[src/rtl/writeback_unit.sv]
// Writeback stage: commits retired ops to the register file, a register pair
// (16-bit mul/div) or data memory, and maintains the architectural zero flag.
module writeback_unit #(
    parameter logic [3:0] OP_MUL   = 4'b0101,
    parameter logic [3:0] OP_DIV   = 4'b0110,
    parameter logic [3:0] OP_STORE = 4'b1001,
    parameter logic [3:0] OP_NOP   = 4'b0000
) (
    input  logic        clk,
    input  logic        reset,
    input  logic        enable,
    input  logic        in_valid,
    output logic        in_ready,
    input  logic [3:0]  opcode,
    input  logic [15:0] result,
    input  logic [7:0]  store_data,
    input  logic [2:0]  rd,
    input  logic [4:0]  mem_addr,
    output logic        reg_we,
    output logic [2:0]  reg_waddr,
    output logic [7:0]  reg_wdata,
    output logic        mem_we,
    output logic [4:0]  mem_waddr,
    output logic [7:0]  mem_wdata,
    output logic        flag_z,
    output logic        wb_done
);

    typedef enum logic [1:0] {IDLE, WR_LO, WR_HI, WR_MEM} state_t;

    state_t     state;
    logic [2:0] rd_q;
    logic [7:0] res_hi_q;
    logic       wide_q;
    logic       reg_we_q;
    logic       mem_we_q;
    logic       done_q;

    logic is_wide;
    assign is_wide  = (opcode == OP_MUL) || (opcode == OP_DIV);
    assign in_ready = enable && (state == IDLE);

    // Strobes are registered but masked by enable so a stall suppresses the
    // pending write; the held registers re-issue it once enable returns.
    assign reg_we  = reg_we_q && enable;
    assign mem_we  = mem_we_q && enable;
    assign wb_done = done_q   && enable;

    always_ff @(posedge clk or posedge reset) begin
        if (reset) begin
            state     <= IDLE;
            rd_q      <= '0;
            res_hi_q  <= '0;
            wide_q    <= 1'b0;
            reg_we_q  <= 1'b0;
            mem_we_q  <= 1'b0;
            done_q    <= 1'b0;
            reg_waddr <= '0;
            reg_wdata <= '0;
            mem_waddr <= '0;
            mem_wdata <= '0;
            flag_z    <= 1'b0;
        end else if (enable) begin
            reg_we_q  <= 1'b0;
            mem_we_q  <= 1'b0;
            done_q    <= 1'b0;
            reg_waddr <= '0;
            reg_wdata <= '0;
            mem_waddr <= '0;
            mem_wdata <= '0;
            case (state)
                IDLE: begin
                    if (in_valid) begin
                        rd_q     <= rd;
                        res_hi_q <= result[15:8];
                        wide_q   <= is_wide;
                        if (opcode == OP_STORE) begin
                            state     <= WR_MEM;
                            mem_we_q  <= 1'b1;
                            mem_waddr <= mem_addr;
                            mem_wdata <= store_data;
                            done_q    <= 1'b1;
                        end else if (opcode == OP_NOP) begin
                            done_q <= 1'b1;
                        end else begin
                            state     <= WR_LO;
                            reg_we_q  <= 1'b1;
                            reg_waddr <= rd;
                            reg_wdata <= result[7:0];
                            done_q    <= !is_wide;
                            flag_z    <= is_wide ? (result == 16'h0000)
                                                 : (result[7:0] == 8'h00);
                        end
                    end
                end
                WR_LO: begin
                    if (wide_q) begin
                        state     <= WR_HI;
                        reg_we_q  <= 1'b1;
                        reg_waddr <= rd_q + 3'd1;
                        reg_wdata <= res_hi_q;
                        done_q    <= 1'b1;
                    end else begin
                        state <= IDLE;
                    end
                end
                WR_HI:   state <= IDLE;
                WR_MEM:  state <= IDLE;
                default: state <= IDLE;
            endcase
        end
    end

endmodule

[config.mk]
export PLATFORM = sky130hd
export DESIGN_NAME = writeback_unit
export DESIGN_NICKNAME = d
export VERILOG_FILES = /design/src/rtl/writeback_unit.sv
export SDC_FILE = /design/constraint.sdc
export NUM_CORES = 1
export LEC_CHECK = 0
export ABC_CLOCK_PERIOD_IN_PS = 4059
export CORE_ASPECT_RATIO = 1.25
export CORE_UTILIZATION = 35
export CTS_CLUSTER_DIAMETER = 60
export DETAILED_ROUTE_END_ITERATION = 16
export GPL_ROUTABILITY_DRIVEN = 0
export PLACE_DENSITY = 0.66
export SYNTH_ARGS = -nofsm -noshare
export SYNTH_HDL_FRONTEND = slang
export SYNTH_SLANG_ARGS = --single-unit
[constraint.sdc]
create_clock -name clk -period 4.06 [get_ports clk]
set_clock_uncertainty 0.15 [all_clocks]
set_input_delay 0.406 -clock clk [delete_from_list [all_inputs] [get_ports clk]]
set_output_delay 0.406 -clock clk [all_outputs]
set_load 0.05 [all_outputs]
* After elaboration in Yosys (flattened, before gate mapping) *
Cells that the tools add are included.

word-level totals
  register bits = 42
  latch bits = 0
  bits in writable memories = 0
  ROM bits = 0
  bits of input ports = 40
  output and inout bits = 29
  word-level logic and storage cells = 71
  memories kept = 0

operators by class
  add/sub/neg operators = 1
  multipliers = 0
  div/mod/pow operators = 0
  order comparisons = 0
  eq/ne operators = 8
  shifts and indexed selects = 0
  multiplexer cells = 34
  bitwise gates (word level) = 2
  reductions and logical operators = 14

operators with widths
  kind                 number
  $mux 8               7
  $logic_not 16->1     1
  $pmux 8 s2           1
  $mux 5               3
  $mux 3               4
  $mux 1               11
  $eq 4x3->1 const B   2
  $logic_not 8->1      1
  $mux 2               4
  $pmux 2 s3           1
  $pmux 3 s2           1
  $reduce_and 3->1     2
  $reduce_and 5->1     1
  $eq 2x2->1 const B   2
  $eq 4x4->1 const B   1
  $logic_and 1x1->1    4
  $logic_not 4->1      1
  $pmux 1 s2           2
  $add 3x1->3 const B  1
  $ne 3x3->1 const B   1
  $eq 2x1->1 const B   1
  $logic_not 2->1      1
  $ne 2x2->1 const B   1
  $not 1->1            2
  3 further kinds      3

* Longest topological paths before layout *
  word-level depth = 7
  depth in mapped cells = 7
  depth with buffers taken out = 4

* Least setup slack after synthesis *
Ideal clock, no wire load.

  path type = register to output
  start point = reg state[1]
  end point = out in_ready
  data arrival time = 1302 ps
  required time = 3504 ps
  path slack = 2202 ps
  stages on the path, launching flop included = 4
  buffers on the path = 1
  path through = dfrtp_1 -> nand2b_1 -> buf_6 -> nor2_1

between the ends
  longest elaborated chain between the ends = 2

ends and longest elaborated chain
  what                    line  text
  start, declared         31    state_t state;
  start signal, assigned  51    state <= IDLE;
  start signal, assigned  78    state <= WR_MEM;
  start signal, assigned  86    state <= WR_LO;
  $logic_not 2->1         41    assign in_ready = enable && (state == IDLE);
  $logic_and 1x1->1       41
  end, declared           13    output logic in_ready,

No other way between the ends.

* Worst setup path after layout *
  start point = in enable
  end point = out in_ready

between the ends
  longest elaborated chain between the ends = 1

ends and longest elaborated chain
  what               line  text
  start, declared    11    input logic enable,
  $logic_and 1x1->1  41

No other way between the ends.

==> impl_results.rst <==
.. list-table::
   :header-rows: 1

   * - Metric
     - Value
   * - CP max-delay cell
     - sky130_fd_sc_hd__clkdlybuf4s50_1
   * - Post-CTS Hold Buffers
     - 0
   * - Fmax
     - 0.326 GHz
   * - Clock transition at the registers of the reported paths
     - 0.07 ns
   * - CP Data Required Time
     - 3.50 ns
   * - CP cell instances
     - clkdlybuf4s50_1 > nand2b_1 > nor2_1 > clkdlybuf4s50_1
   * - Max-slew headroom at the worst pin
     - 0.583
   * - Post-synth EDFFs
     - 0
   * - Chip height
     - 82.3 microns
   * - Unique masters post-synth
     - 34
   * - Standard-cell rows
     - 28
   * - Setup WS pre-CTS
     - 0.976 ns
   * - Post-CTS repair timing setup buffer count
     - 0
   * - Detail Route Antenna Nets
     - 0
   * - Main area contributors after synthesis
     - sky130_fd_sc_hd__dfrtp_1, sky130_fd_sc_hd__nand2_1, sky130_fd_sc_hd__a22o_1
   * - Routed via count
     - 1483
   * - Clock tree from TritonCTS
     - yes
   * - Worst vdd rail ir drop
     - 180 uV
   * - Final worst-path setup slack
     - 0.992 ns
   * - Number of DRC violations after detailed routing
     - 0
   * - Synth top cells by count
     - sky130_fd_sc_hd__dfrtp_1, sky130_fd_sc_hd__nand2_1, sky130_fd_sc_hd__a22o_1
   * - Library cell used as clock root buffer
     - sky130_fd_sc_hd__clkbuf_8
   * - CORE AREA
     - 0.00483 sq mm
   * - Via-per-instance ratio
     - 5.13
   * - Crit-path most repeated cell
     - sky130_fd_sc_hd__clkdlybuf4s50_1
   * - Highest net fanout along the worst path
     - 15
   * - Final standard cell utilization of the core
     - 0.538
   * - Routed WL per cell
     - 14.2 microns
   * - Shortest clock period the worst path allows after layout
     - 3.07 ns
   * - Wire length of the first global-routing pass
     - 6.69 mm
   * - Yosys Warn Count
     - 0
   * - Initial DRC Count
     - 47
   * - Outcome
     - finished clean
   * - Post-Layout Inst Area
     - 0.00260 sq mm
   * - Final wirelength
     - 4.10 mm
   * - Setup Total Neg Slack
     - 0 ns
   * - Horizontal die dimension
     - 66.3 microns
   * - Net count after synthesis
     - 203
   * - H-tree Lvls
     - 2
   * - Sinks on Clock Net
     - 42
   * - CP max stage delay
     - 0.82 ns
   * - Arrival time of data at the critical path endpoint
     - 2.51 ns
   * - Pin count of the biggest net entering global routing
     - 43
   * - Synthesized instance count
     - 162
   * - Post-Place Cell Area
     - 0.00252 sq mm
   * - RSZ-0062 raised after global routing
     - false
   * - Fraction of met1 tracks used by global routing
     - 0.202
   * - Die footprint
     - 0.00546 sq mm
   * - Total power divided by cell area
     - 376 mW/mm^2
   * - Synth area leader
     - sky130_fd_sc_hd__dfrtp_1
   * - Fill count
     - 467
   * - Initial Util
     - 0.374
   * - Number of buffers created by CTS
     - 5
   * - Number of top-level pins
     - 69
   * - Count of final hold-check violations
     - 0
   * - Worst min path class
     - register to register
   * - Max-slew violation count
     - 0
   * - Antenna cell count
     - 0
   * - Slew at the pin closest to its max-slew limit
     - 0.626 ns
   * - Fraction of final layout cells sized beyond drive strength 1
     - 0.0437
   * - Maximum clock insertion buffer count
     - 2
   * - Cell area after synthesis
     - 0.00181 sq mm
   * - Post-synthesis area per instance
     - 11.2 sq um
   * - I/O Buffers
     - 68
   * - Maximum capacitance violations
     - 0
   * - Synth Flop Type
     - sky130_fd_sc_hd__dfrtp_1
   * - Peak-usage layer in the global routing report
     - met2
   * - Area of combinational cells with multiple inputs
     - 684 sq um
   * - Critical path startpoint category
     - input pin
   * - Setup Crit Path Kind
     - input pin to output port
   * - Via count of the first global-routing pass
     - 1481
   * - Capturing element type of the critical path
     - output port
   * - Most frequent cell after synthesis
     - sky130_fd_sc_hd__dfrtp_1
   * - Static leakage
     - 1.18 nW
   * - Number of failing setup endpoints in the final timing report
     - 0
   * - Later-pin clock latency in the skew report
     - 0.28 ns
   * - Total global routing track utilization
     - 0.165
   * - Met3 routing resource usage after global routing
     - 0.0453
   * - HPWL after DPL
     - 3.08 mm
   * - Final period utilization
     - 0.756
   * - Post-CTS resize count
     - 0
   * - Flop and latch count out of synthesis
     - 42
   * - Proportion of netlist area held by the largest area contributor
     - 0.582
   * - Global route total overflow
     - 0
   * - First drt pass iteration count
     - 4
   * - Area added between synthesis and finish
     - 43.9%
   * - Sequential-to-total area share from yosys stat
     - 0.582
   * - Area taken by flip-flops and latches
     - 0.00105 sq mm
   * - Net count of the finished layout
     - 271
   * - Antenna violations before repair
     - 0
   * - Post-synthesis async set-or-reset flop share
     - 1.00
   * - GR Util met2
     - 0.272
==> placed cells by master (no fill, tap or decap), types with 2 or more instances in the layout <==
| cell | netlist | layout |
|---|---|---|
| sky130_fd_sc_hd__xor2_1 | 2 | 2 |
| sky130_fd_sc_hd__inv_1 | 3 | 3 |
| sky130_fd_sc_hd__clkdlybuf4s50_1 | 0 | 68 |
| sky130_fd_sc_hd__and2_1 | 4 | 4 |
| sky130_fd_sc_hd__clkbuf_8 | 0 | 6 |
| sky130_fd_sc_hd__a21o_1 | 2 | 2 |
| sky130_fd_sc_hd__nor2_1 | 2 | 2 |
| sky130_fd_sc_hd__nor4_1 | 5 | 5 |
| sky130_fd_sc_hd__buf_4 | 1 | 2 |
| sky130_fd_sc_hd__nor2b_1 | 9 | 9 |
| sky130_fd_sc_hd__a22o_1 | 13 | 13 |
| sky130_fd_sc_hd__o2bb2ai_1 | 2 | 2 |
| sky130_fd_sc_hd__a21oi_1 | 3 | 3 |
| sky130_fd_sc_hd__a221o_1 | 10 | 10 |
| sky130_fd_sc_hd__nand2_1 | 36 | 36 |
| sky130_fd_sc_hd__nand2b_1 | 2 | 2 |
| sky130_fd_sc_hd__dfrtp_1 | 42 | 42 |
| sky130_fd_sc_hd__o21ai_0 | 2 | 2 |
==> final timing paths <==
check                      startpoint           end  slack [ns]  depth (start not counted)
max                            enable      in_ready        0.99                          4
min                          mem_we_q      mem_we_q        0.32                          1
max reg2reg                  state[0]        flag_z        1.82                          5
min reg2reg                  mem_we_q      mem_we_q        0.32                          1
max in group asynchronous       reset   res_hi_q[1]        3.01                          3
min in group asynchronous       reset  mem_wdata[6]        0.40                          3
==> per-layer routing <==
metal  wire length (microns)  vias up
li1                        -      709
met1                    1810      713
met2                    1940       55
met3                     285        6
met4                      68        0
met5                       0        -
==> sequential cells by signal, indices dropped and copies added, names as in the netlist <==
register and cells:
mem_wdata 8, rd_q 3, wide_q 1, reg_wdata 8
mem_we_q 1, state 2, res_hi_q 8, flag_z 1
reg_waddr 3, done_q 1, reg_we_q 1, mem_waddr 5
==> worst max-delay path: cells and delay by family <==
family,cells,cell delay [ns]
buffers and inverters,2,1.62
AND/OR/NAND/NOR,2,0.48
==> cells by family (layout without fill, tap and decap cells) <==
family                   after synthesis  count (layout)  share of synthesized area
buffers and inverters                 12              79                     0.0395
adder cells (fa/ha/maj)                1               1                    0.00692
AO/OA/AOI/OAI                         37              37                      0.171
flip-flops                            42              42                      0.582
AND/OR/NAND/NOR                       67              67                      0.186
XOR/XNOR                               3               3                     0.0145
==> metrics by stage <==
stage	power [mW]	std cells	hold slack, ns
final	0.977	289	0.325
after global placement	0.730	283	0.309
after CTS	0.990	289	0.327
after detailed placement	0.732	283	0.312
after floorplan	0.633	162	0.296
after global routing	1.03	289	0.351
==> where the power goes <==
| part | leakage, nW | internal, mW | switching (mW) | total [mW] |
|---|---|---|---|---|
| clock network | 0.0431 | 0.131 | 0.124 | 0.255 |
| logic | 0.578 | 0.100 | 0.132 | 0.232 |
| registers | 0.558 | 0.463 | 0.0273 | 0.491 |
==> layout make-up <==
class	count	share of cell area
Multi-Input combinational cell	108	0.263
Sequential cell	42	0.404
Timing Repair Buffer	70	0.268
Clock buffer	6	0.0318
Inverter	3	0.00433
Tap cell	60	0.0289
(Power assumes the default switching activity.)
